**src/rtl/jtag_sequence_monitor_if.sv**
```systemverilog
// Pin and status bundle between the JTAG sequence monitor and whoever drives or observes it.
interface jtag_sequence_monitor_if #(
    parameter int unsigned pPATTERN_WIDTH = 16
);
    logic                      tck_in;
    logic                      tms_in;
    logic [pPATTERN_WIDTH-1:0] pattern;
    logic                      arm;
    logic                      armed;
    logic                      line_reset;
    logic                      match;
    logic                      mismatch;
    logic [pPATTERN_WIDTH-1:0] captured;
    logic [3:0]                tap_state;
    logic [7:0]                ones_count;

    modport master (
        output tck_in, tms_in, pattern, arm,
        input  armed, line_reset, match, mismatch, captured, tap_state, ones_count
    );

    modport slave (
        input  tck_in, tms_in, pattern, arm,
        output armed, line_reset, match, mismatch, captured, tap_state, ones_count
    );
endinterface

```
**src/rtl/jtag_sequence_monitor.sv**
```systemverilog
// Passive TCK/TMS observer: oversampled TAP tracker, TMS line-reset detector and
// post-reset TMS pattern capture/compare for checking the sequence generator.
module jtag_sequence_monitor #(
    parameter int unsigned pPATTERN_WIDTH = 16,
    parameter int unsigned pMIN_ONES      = 50,
    parameter int unsigned pSYNC_STAGES   = 2
) (
    input logic                     clk,
    input logic                     reset_n,
    jtag_sequence_monitor_if.slave  bus
);

    localparam int unsigned IDX_W  = (pPATTERN_WIDTH > 1) ? $clog2(pPATTERN_WIDTH) : 1;
    localparam int unsigned CNT_W  = 8;
    localparam logic [CNT_W-1:0] ONES_MAX = '1;
    localparam logic [CNT_W-1:0] MIN_ONES = CNT_W'(pMIN_ONES);
    localparam logic [IDX_W-1:0] LAST_IDX = IDX_W'(pPATTERN_WIDTH - 1);

    typedef enum logic [3:0] {
        TAP_TLR      = 4'd0,
        TAP_RTI      = 4'd1,
        TAP_SEL_DR   = 4'd2,
        TAP_CAP_DR   = 4'd3,
        TAP_SHIFT_DR = 4'd4,
        TAP_EX1_DR   = 4'd5,
        TAP_PAUSE_DR = 4'd6,
        TAP_EX2_DR   = 4'd7,
        TAP_UPD_DR   = 4'd8,
        TAP_SEL_IR   = 4'd9,
        TAP_CAP_IR   = 4'd10,
        TAP_SHIFT_IR = 4'd11,
        TAP_EX1_IR   = 4'd12,
        TAP_PAUSE_IR = 4'd13,
        TAP_EX2_IR   = 4'd14,
        TAP_UPD_IR   = 4'd15
    } tap_e;

    typedef enum logic [2:0] {
        DET_IDLE,
        DET_WAIT_RESET,
        DET_WAIT_START,
        DET_CAPTURE,
        DET_COMPARE
    } det_e;

    logic [pSYNC_STAGES-1:0]   tck_sync_q, tck_sync_d;
    logic [pSYNC_STAGES-1:0]   tms_sync_q, tms_sync_d;
    logic                      tck_prev_q, tck_prev_d;
    logic [CNT_W-1:0]          ones_q, ones_d;
    tap_e                      tap_q, tap_d;
    det_e                      det_q, det_d;
    logic [IDX_W-1:0]          idx_q, idx_d;
    logic [pPATTERN_WIDTH-1:0] captured_q, captured_d;
    logic                      armed_q, armed_d;
    logic                      line_reset_q, line_reset_d;
    logic                      match_q, match_d;
    logic                      mismatch_q, mismatch_d;
    logic                      tck_s_c, tms_s_c, rise_c;

    function automatic tap_e tap_next(input tap_e s, input logic tms);
        case (s)
            TAP_TLR:      tap_next = tms ? TAP_TLR    : TAP_RTI;
            TAP_RTI:      tap_next = tms ? TAP_SEL_DR : TAP_RTI;
            TAP_SEL_DR:   tap_next = tms ? TAP_SEL_IR : TAP_CAP_DR;
            TAP_CAP_DR:   tap_next = tms ? TAP_EX1_DR : TAP_SHIFT_DR;
            TAP_SHIFT_DR: tap_next = tms ? TAP_EX1_DR : TAP_SHIFT_DR;
            TAP_EX1_DR:   tap_next = tms ? TAP_UPD_DR : TAP_PAUSE_DR;
            TAP_PAUSE_DR: tap_next = tms ? TAP_EX2_DR : TAP_PAUSE_DR;
            TAP_EX2_DR:   tap_next = tms ? TAP_UPD_DR : TAP_SHIFT_DR;
            TAP_UPD_DR:   tap_next = tms ? TAP_SEL_DR : TAP_RTI;
            TAP_SEL_IR:   tap_next = tms ? TAP_TLR    : TAP_CAP_IR;
            TAP_CAP_IR:   tap_next = tms ? TAP_EX1_IR : TAP_SHIFT_IR;
            TAP_SHIFT_IR: tap_next = tms ? TAP_EX1_IR : TAP_SHIFT_IR;
            TAP_EX1_IR:   tap_next = tms ? TAP_UPD_IR : TAP_PAUSE_IR;
            TAP_PAUSE_IR: tap_next = tms ? TAP_EX2_IR : TAP_PAUSE_IR;
            TAP_EX2_IR:   tap_next = tms ? TAP_UPD_IR : TAP_SHIFT_IR;
            TAP_UPD_IR:   tap_next = tms ? TAP_SEL_DR : TAP_RTI;
            default:      tap_next = TAP_TLR;
        endcase
    endfunction

    // Pin synchronizers and TCK rising-edge detect; one sample per rise.
    always_comb begin
        tck_sync_d = {tck_sync_q[pSYNC_STAGES-2:0], bus.tck_in};
        tms_sync_d = {tms_sync_q[pSYNC_STAGES-2:0], bus.tms_in};
        tck_s_c    = tck_sync_q[pSYNC_STAGES-1];
        tms_s_c    = tms_sync_q[pSYNC_STAGES-1];
        tck_prev_d = tck_s_c;
        rise_c     = tck_s_c & ~tck_prev_q;
    end

    // Saturating ones run and free-running TAP tracker.
    always_comb begin
        ones_d = ones_q;
        tap_d  = tap_q;
        if (rise_c) begin
            if (tms_s_c) begin
                ones_d = (ones_q == ONES_MAX) ? ONES_MAX : ones_q + CNT_W'(1);
            end else begin
                ones_d = '0;
            end
            tap_d = tap_next(tap_q, tms_s_c);
        end
    end

    // Detector next-state and outputs; ones_d is the post-update run length.
    always_comb begin
        det_d        = det_q;
        idx_d        = idx_q;
        captured_d   = captured_q;
        armed_d      = armed_q;
        line_reset_d = 1'b0;
        match_d      = 1'b0;
        mismatch_d   = 1'b0;
        case (det_q)
            DET_IDLE: begin
                // A compare pulse is still on the outputs: hold off re-arm one cycle.
                if (bus.arm && !match_q && !mismatch_q) begin
                    det_d   = DET_WAIT_RESET;
                    armed_d = 1'b1;
                end
            end
            DET_WAIT_RESET: begin
                if (rise_c && (ones_d == MIN_ONES)) begin
                    line_reset_d = 1'b1;
                    captured_d   = '0;
                    det_d        = DET_WAIT_START;
                end
            end
            DET_WAIT_START: begin
                if (rise_c && !tms_s_c) begin
                    captured_d[0] = 1'b0;
                    idx_d         = IDX_W'(1);
                    det_d         = (pPATTERN_WIDTH == 1) ? DET_COMPARE : DET_CAPTURE;
                end
            end
            DET_CAPTURE: begin
                if (rise_c) begin
                    captured_d[idx_q] = tms_s_c;
                    idx_d             = idx_q + IDX_W'(1);
                    if (idx_q == LAST_IDX) begin
                        det_d = DET_COMPARE;
                    end
                end
            end
            DET_COMPARE: begin
                match_d    = (captured_q == bus.pattern);
                mismatch_d = (captured_q != bus.pattern);
                armed_d    = 1'b0;
                det_d      = DET_IDLE;
            end
            default: begin
                det_d = DET_IDLE;
            end
        endcase
    end

    always_ff @(posedge clk) begin
        if (!reset_n) begin
            tck_sync_q   <= '0;
            tms_sync_q   <= '0;
            tck_prev_q   <= 1'b0;
            ones_q       <= '0;
            tap_q        <= TAP_TLR;
            det_q        <= DET_IDLE;
            idx_q        <= '0;
            captured_q   <= '0;
            armed_q      <= 1'b0;
            line_reset_q <= 1'b0;
            match_q      <= 1'b0;
            mismatch_q   <= 1'b0;
        end else begin
            tck_sync_q   <= tck_sync_d;
            tms_sync_q   <= tms_sync_d;
            tck_prev_q   <= tck_prev_d;
            ones_q       <= ones_d;
            tap_q        <= tap_d;
            det_q        <= det_d;
            idx_q        <= idx_d;
            captured_q   <= captured_d;
            armed_q      <= armed_d;
            line_reset_q <= line_reset_d;
            match_q      <= match_d;
            mismatch_q   <= mismatch_d;
        end
    end

    assign bus.armed      = armed_q;
    assign bus.line_reset = line_reset_q;
    assign bus.match      = match_q;
    assign bus.mismatch   = mismatch_q;
    assign bus.captured   = captured_q;
    assign bus.tap_state  = tap_q;
    assign bus.ones_count = ones_q;

endmodule

```
**src/flat_wrapper.sv**
```systemverilog
// flat-port wrapper written by rule: the top's interface ports become plain ports
module jtag_sequence_monitor_flat 
#(
    parameter int unsigned pPATTERN_WIDTH = 16,
    parameter int unsigned pMIN_ONES      = 50,
    parameter int unsigned pSYNC_STAGES   = 2
)
  (clk, reset_n, bus_tck_in, bus_tms_in, bus_pattern, bus_arm, bus_armed, bus_line_reset, bus_match, bus_mismatch, bus_captured, bus_tap_state, bus_ones_count);
  jtag_sequence_monitor_if #(.pPATTERN_WIDTH(pPATTERN_WIDTH)) bus_i ();
  input logic clk;
  input logic reset_n;
  input wire logic [$bits(bus_i.tck_in)-1:0] bus_tck_in;
  input wire logic [$bits(bus_i.tms_in)-1:0] bus_tms_in;
  input wire logic [$bits(bus_i.pattern)-1:0] bus_pattern;
  input wire logic [$bits(bus_i.arm)-1:0] bus_arm;
  output wire logic [$bits(bus_i.armed)-1:0] bus_armed;
  output wire logic [$bits(bus_i.line_reset)-1:0] bus_line_reset;
  output wire logic [$bits(bus_i.match)-1:0] bus_match;
  output wire logic [$bits(bus_i.mismatch)-1:0] bus_mismatch;
  output wire logic [$bits(bus_i.captured)-1:0] bus_captured;
  output wire logic [$bits(bus_i.tap_state)-1:0] bus_tap_state;
  output wire logic [$bits(bus_i.ones_count)-1:0] bus_ones_count;
  assign bus_i.tck_in = bus_tck_in;
  assign bus_i.tms_in = bus_tms_in;
  assign bus_i.pattern = bus_pattern;
  assign bus_i.arm = bus_arm;
  assign bus_armed = bus_i.armed;
  assign bus_line_reset = bus_i.line_reset;
  assign bus_match = bus_i.match;
  assign bus_mismatch = bus_i.mismatch;
  assign bus_captured = bus_i.captured;
  assign bus_tap_state = bus_i.tap_state;
  assign bus_ones_count = bus_i.ones_count;
  jtag_sequence_monitor #(.pPATTERN_WIDTH(pPATTERN_WIDTH), .pMIN_ONES(pMIN_ONES), .pSYNC_STAGES(pSYNC_STAGES)) u_core (.clk(clk), .reset_n(reset_n), .bus(bus_i));
endmodule
```
**config.mk**
```make
export PLATFORM = sky130hd
export DESIGN_NAME = jtag_sequence_monitor_flat
export DESIGN_NICKNAME = d
export VERILOG_FILES = /design/src/rtl/jtag_sequence_monitor_if.sv /design/src/rtl/jtag_sequence_monitor.sv /design/src/flat_wrapper.sv
export SDC_FILE = /design/constraint.sdc
export NUM_CORES = 1
export LEC_CHECK = 0
export BUFFER_PORTS_ARGS = -buffer_cell sky130_fd_sc_hd__buf_4
export CORE_ASPECT_RATIO = 1.4
export CORE_UTILIZATION = 35
export DETAILED_ROUTE_END_ITERATION = 7
export PLACE_DENSITY = 0.63
export SETUP_SLACK_MARGIN = 0.2
export SYNTH_ARGS = -nofsm -noshare
export SYNTH_HDL_FRONTEND = slang
export SYNTH_SLANG_ARGS = --single-unit
```
**constraint.sdc**
```tcl
create_clock -name clk -period 2.9 [get_ports clk]
set_clock_uncertainty 0.1 [all_clocks]
set_input_delay 0.58 -clock clk [delete_from_list [all_inputs] [get_ports clk]]
set_output_delay 0.58 -clock clk [all_outputs]
set_load 0.05 [all_outputs]
```
Word-level counts from Yosys, hierarchy flattened
Cells that the tools add are included.
{"block": "word_totals", "regBits": 44, "latch_bits": 0, "ramBits": 0, "mem_bits_ro": 0, "input_bits": 21, "out_inout_bits": 32, "elab_cells": 108, "n_memories": 0}
{"block": "op_classes", "add_sub_neg": 2, "mul": 0, "n_div": 0, "n_lt_le_gt_ge": 2, "n_eq_ne": 29, "shift": 0, "mux": 36, "n_bitwise": 2, "reduce_logical": 24}
{"operator": "one-hot mux 4 bit (12 select lines)", "count": 1}
{"operator": "== test 4 bit, second input constant", "count": 9}
{"operator": "two-way mux 16 bit", "count": 2}
{"operator": "one-hot mux 15 bit (2 select lines)", "count": 1}
{"operator": "two-way mux 4 bit", "count": 6}
{"operator": "two-way mux 8 bit", "count": 3}
{"operator": "two-way mux 3 bit", "count": 7}
{"operator": "bitwise mux 16 bit", "count": 1}
{"operator": "== test 16 bit", "count": 1}
{"operator": "== test 4 x 3 -> 1 bit, second input constant", "count": 4}
{"operator": "inequality test 16 bit", "count": 1}
{"operator": "one-hot mux 3 bit (4 select lines)", "count": 1}
{"operator": "inequality test 2 x 1 -> 1 bit, second input constant", "count": 5}
{"operator": "adder 8 x 1 -> 8 bit, second input constant", "count": 1}
{"operator": "== test 4 x 2 -> 1 bit, second input constant", "count": 2}
{"operator": "== test 8 x 6 -> 1 bit, second input constant", "count": 1}
{"operator": "== test 8 bit, second input constant", "count": 1}
{"operator": "one-hot mux 4 bit (2 select lines)", "count": 1}
{"operator": "two-way mux 1 bit", "count": 7}
{"operator": "== test 3 x 2 -> 1 bit, second input constant", "count": 2}
{"operator": "two-way mux 2 bit", "count": 3}
{"operator": "AND reduction 2 bit", "count": 3}
{"operator": "AND reduction 3 bit", "count": 2}
{"operator": "nonzero test 2 bit", "count": 3}
{"operator": "20 further kinds", "count": 27}

Depth between registers and ports, before layout
{"block": "logic_depth", "depth_word": 8, "depth_mapped": 10, "ltp_nobuf": 7}

Worst setup path before layout
OpenSTA, ideal clock, no wires.
{"block": "synth_path", "kind": "register to register", "start": "register u_core.ones_q[0] (netlist: u_core.bus.ones_count[0])", "end": "register u_core.captured_q[8] (netlist: u_core.bus.captured[8])", "setup_time_ns": 0.122, "t_arrival_ns": 2.379, "path_slack_ns": 0.300, "path_stages_with_launch": 8, "path_buffers": 1, "path_cell_list": "dfxtp_1 ha_1 and3_1 nand3_1 a211o_1 nor4_4 buf_2 a21oi_1"}
{"block": "synth_via", "elab_chain_cells": 8}
{"item": "from (decl)", "line_no": "jtag_sequence_monitor.sv:49", "source": "logic [CNT_W-1:0] ones_q, ones_d;"}
{"item": "from (signal assigned)", "line_no": "jtag_sequence_monitor.sv:176", "source": "ones_q <= ones_d;"}
{"item": "adder 8 x 1 -> 8 bit or == test 8 bit (tied branches)", "line_no": "jtag_sequence_monitor.sv:98", "source": "ones_d = (ones_q == ONES_MAX) ? ONES_MAX : ones_q + CNT_W'(1);"}
{"item": "two-way mux 8 bit", "line_no": "jtag_sequence_monitor.sv:98"}
{"item": "two-way mux 8 bit", "line_no": "jtag_sequence_monitor.sv:97", "source": "if (tms_s_c) begin"}
{"item": "two-way mux 8 bit (*)", "line_no": "jtag_sequence_monitor.sv:96", "source": "if (rise_c) begin"}
{"item": "== test 8 x 6 -> 1 bit (*)", "line_no": "jtag_sequence_monitor.sv:124", "source": "if (rise_c && (ones_d == MIN_ONES)) begin"}
{"item": "logical AND 1 bit (*)", "line_no": "jtag_sequence_monitor.sv:124"}
{"item": "inequality test 2 x 1 -> 1 bit (no line) (*)"}
{"item": "AND reduction 3 bit (no line) (*)"}
{"item": "to (signal assigned)", "line_no": "jtag_sequence_monitor.sv:180", "source": "captured_q <= captured_d;"}
{"item": "to (decl)", "line_no": "jtag_sequence_monitor.sv:53", "source": "logic [pPATTERN_WIDTH-1:0] captured_q, captured_d;"}
Every way passes the cells marked *; elsewhere a longest branch is shown, timed or not.
A chain may end at the register's enable or synchronous reset.

==> run metrics <==
most area-hungry cell type in the Yosys netlist=dfxtp_1; DRC viols=0; worst stage delay on the critical path=460 ps; Syn Nets=366; FF/Latch Area=881 sq um; worst-skew pair later-pin latency=300 ps; final-report setup violation count=0; Die Y=106 microns; Rows=37; core area=7410 sq um; Synth async-reset ratio=0%; EDFF count, synth=0; required time worst endpoint=3020 ps; Critical path origin=u_core.idx_q[0]; Seq/Total Area, Yosys=32.8%; Crit Path Max Fanout=8; most frequent cells in the layout=buf_4, dfxtp_1, a21oi_1; I/O Buffers=52; max cap viols=0; WL/cell=15.6 microns; r2r setup slk=400 ps; Pre-antenna DRT Iters=4; Pint=0.000910 W; Crit Path Class=reg -> reg; crit path buf inv count=1; R2R cell count=7; # IOs=53; worst hold path stage count=1; worst hold path type=reg -> reg; largest net degree at the start of global routing=25; reg2reg end=u_core.bus.line_reset; worst slew pin tran=760 ps; HPWL after detailed placement=5.25 mm; Comb pwr share=8.1%; Cells after Synth=340; post-cts sizing count=0; max_slew headroom=49.3%; Vias/cell=5.71; commonest non-fill, non-tap cell in the layout=buf_4; synthesized cell area=2690 sq um; global-route wire length before repair=12.5 mm; Final Hold Viols=0; RSZ-0062 raised after global routing=no; clk buf depth=2; share of post-route cells with drive strength above 1=19.5%; Initial Utilization=36.3%; Synth warnings=0; CP arrival=2620 ps; #FFs+latches synth=44; Reg2Reg Launch Point=u_core.idx_q[0]; Final min period=2500 ps; CP Launch Type=register; status=finished, final reports clean; initial antenna violation count=0; Period Utilization, post-route=86.3%; Max Transition Viols Final=0; critical path cell sequence=inv_1, ha_1, or3b_1, a211o_1, a21oi_2, or4b_1, nor4_2; power share of the clock group=39.7%; area delta synth->final=21.3%; Root Driver=clkbuf_8; Net Sw Frac=23.6%; top_reg_cell synth=dfxtp_1; total CTS buffers=5; pre-CTS setup slack=414 ps; CP max-delay cell=or4b_1; Area contributors post-synth=dfxtp_1, a21oi_1, xor2_1, nand3_1, clkbuf_1; Total Die Area=8040 sq um; Routed Antenna Nets=0; final setup margin=398 ps; Total GRT Usage=19.1%; Via Count=2723; H-tree level count=2; clk sinks=44; Hold-fix buffers, CTS=0; final WL=7.45 mm; vias in the first global route=2616; PwrDens=366 nW/um^2; Clock transition at path regs=90 ps; post-synth top area share=32.8%; Lkg Pwr=1.32 nW; delay-heaviest family, CP=simple AND/OR/NAND/NOR gates; GRT overflow=0; synthesized area per cell=7.90 sq um; number of distinct library cells after synthesis=55; net switching power=0.000282 W; maximum resistive drop on vdd=0.000167 V; post-CTS setup buffer count=0; Crit path depth=7; area used by multi-input combinational logic=1640 sq um; Placer Congestion=0.879; Sequential Power Share=52.2%; CTS tree=done; initial DRC count=137; ant diodes=0; CP Capture Point=u_core.bus.line_reset; nets@finish=405; die width=76.1 microns; Crit. End Element=register; setup TNS=0 ps; FMAX=0.400 GHz; Filler cells=787
==> power by group through the flow <==
stage,registers (W),logic (W),clock network (W)
CTS,0.000621,0.0000972,0.000486
global placement,0.000636,0.0000958,0
detailed placement,0.000636,0.0000966,0
finish,0.000622,0.0000965,0.000473
floorplan,0.000638,0.0000520,0
global route,0.000623,0.000104,0.000508
==> routing by layer <==
layer | routed length, microns | global-route usage, % | vias to the layer above | share of wire [%]
met2 | 3940 | 35.0 | 90 | 53
met1 | 3040 | 21.9 | 1282 | 41
met4 | 129 | 6.87 | 0 | 1.7
met5 | 0 | 0 | - | 0
li1 | - | - | 1335 | -
met3 | 345 | 3.38 | 16 | 4.6
==> worst min path at each step <==
stage                    startpoint                    to  slack (ps)
2_1_floorplan  u_core.tck_sync_q[0]  u_core.tck_sync_q[1]         310
3_3_place_gp   u_core.tck_sync_q[0]  u_core.tck_sync_q[1]         320
3_5_place_dp   u_core.tms_sync_q[0]  u_core.tms_sync_q[1]         320
4_1_cts        u_core.tck_sync_q[0]  u_core.tck_sync_q[1]         350
5_1_grt        u_core.tms_sync_q[0]  u_core.tms_sync_q[1]         360
6_report       u_core.tck_sync_q[0]  u_core.tck_sync_q[1]         340
==> flip-flops by register name, indices dropped and copies added (netlist names) <==
signal	count
u_core.bus.mismatch	1
u_core.tck_sync_q	2
u_core.bus.ones_count	8
u_core.tck_prev_q	1
u_core.bus.line_reset	1
u_core.bus.tap_state	4
u_core.bus.match	1
u_core.det_q	3
u_core.bus.captured	16
u_core.bus.armed	1
u_core.idx_q	4
u_core.tms_sync_q	2
==> cell families (layout without fill, tap and decap cells) <==
group | count (synthesis) | in the layout | share of synthesized area (%)
buffers and inverters | 39 | 79 | 6.10
xor gates and xnor gates | 18 | 18 | 5.87
and+or+nand+nor | 125 | 125 | 26.1
DFF | 44 | 44 | 32.8
muxes | 3 | 3 | 1.12
AOI/OAI and AO/OA | 106 | 106 | 25.7
adders and majority gates | 5 | 5 | 2.33
==> worst reg2reg max path, cell delays in order, from the launching register on <==
cell,delay (ps)
dfxtp_1,340
inv_1,120
ha_1,330
or3b_1,370
a211o_1,310
a21oi_2,180
or4b_1,460
nor4_2,210
==> layout make-up <==
class | count | share of cell area (%)
Clock buffer | 6 | 2.23
Clock inverter | 2 | 1.07
Inverter | 7 | 0.806
Multi-Input combinational cell | 257 | 50.4
Sequential cell | 44 | 27.0
Tap cell | 97 | 3.72
Timing Repair Buffer | 64 | 14.7
==> cells in the mapped netlist, types with 2 or more instances <==
| master | instances |
|---|---|
| dfxtp_1 | 44 |
| a21oi_1 | 43 |
| clkbuf_1 | 23 |
| nor2_1 | 21 |
| nand3_1 | 19 |
| nand2_1 | 18 |
| xor2_1 | 16 |
| o21ai_0 | 15 |
| and2_1 | 9 |
| nand4_1 | 8 |
| and3_1 | 7 |
| inv_1 | 7 |
| nor3_1 | 7 |
| or3_1 | 6 |
| a211oi_1 | 5 |
| a31oi_1 | 5 |
| a41oi_1 | 5 |
| buf_2 | 5 |
| ha_1 | 5 |
| nor4_1 | 5 |
| a41o_1 | 4 |
| nand2b_1 | 4 |
| nor2b_1 | 4 |
| nor3b_1 | 4 |
| a211o_1 | 3 |
| a221o_1 | 3 |
| a221oi_1 | 3 |
| mux2i_1 | 3 |
| o211ai_1 | 3 |
| o221ai_1 | 3 |
| a21o_1 | 2 |
| a311oi_1 | 2 |
| and3b_1 | 2 |
| buf_1 | 2 |
| nand3b_1 | 2 |
| nand4b_1 | 2 |
| o32ai_1 | 2 |
| xnor2_1 | 2 |
==> per-stage QoR <==
stage	instance area (sq um)	power (W)	utilization (%)	cells	hold WS, ps
global placement	3150	0.000732	42.6	469	322
detailed placement	3150	0.000732	42.6	469	319
global route	3260	0.00124	44.0	477	363
finish	3260	0.00119	44.0	477	341
CTS	3260	0.00120	44.0	477	346
floorplan	2690	0.000690	-	340	312
(Power assumes the default switching activity.)
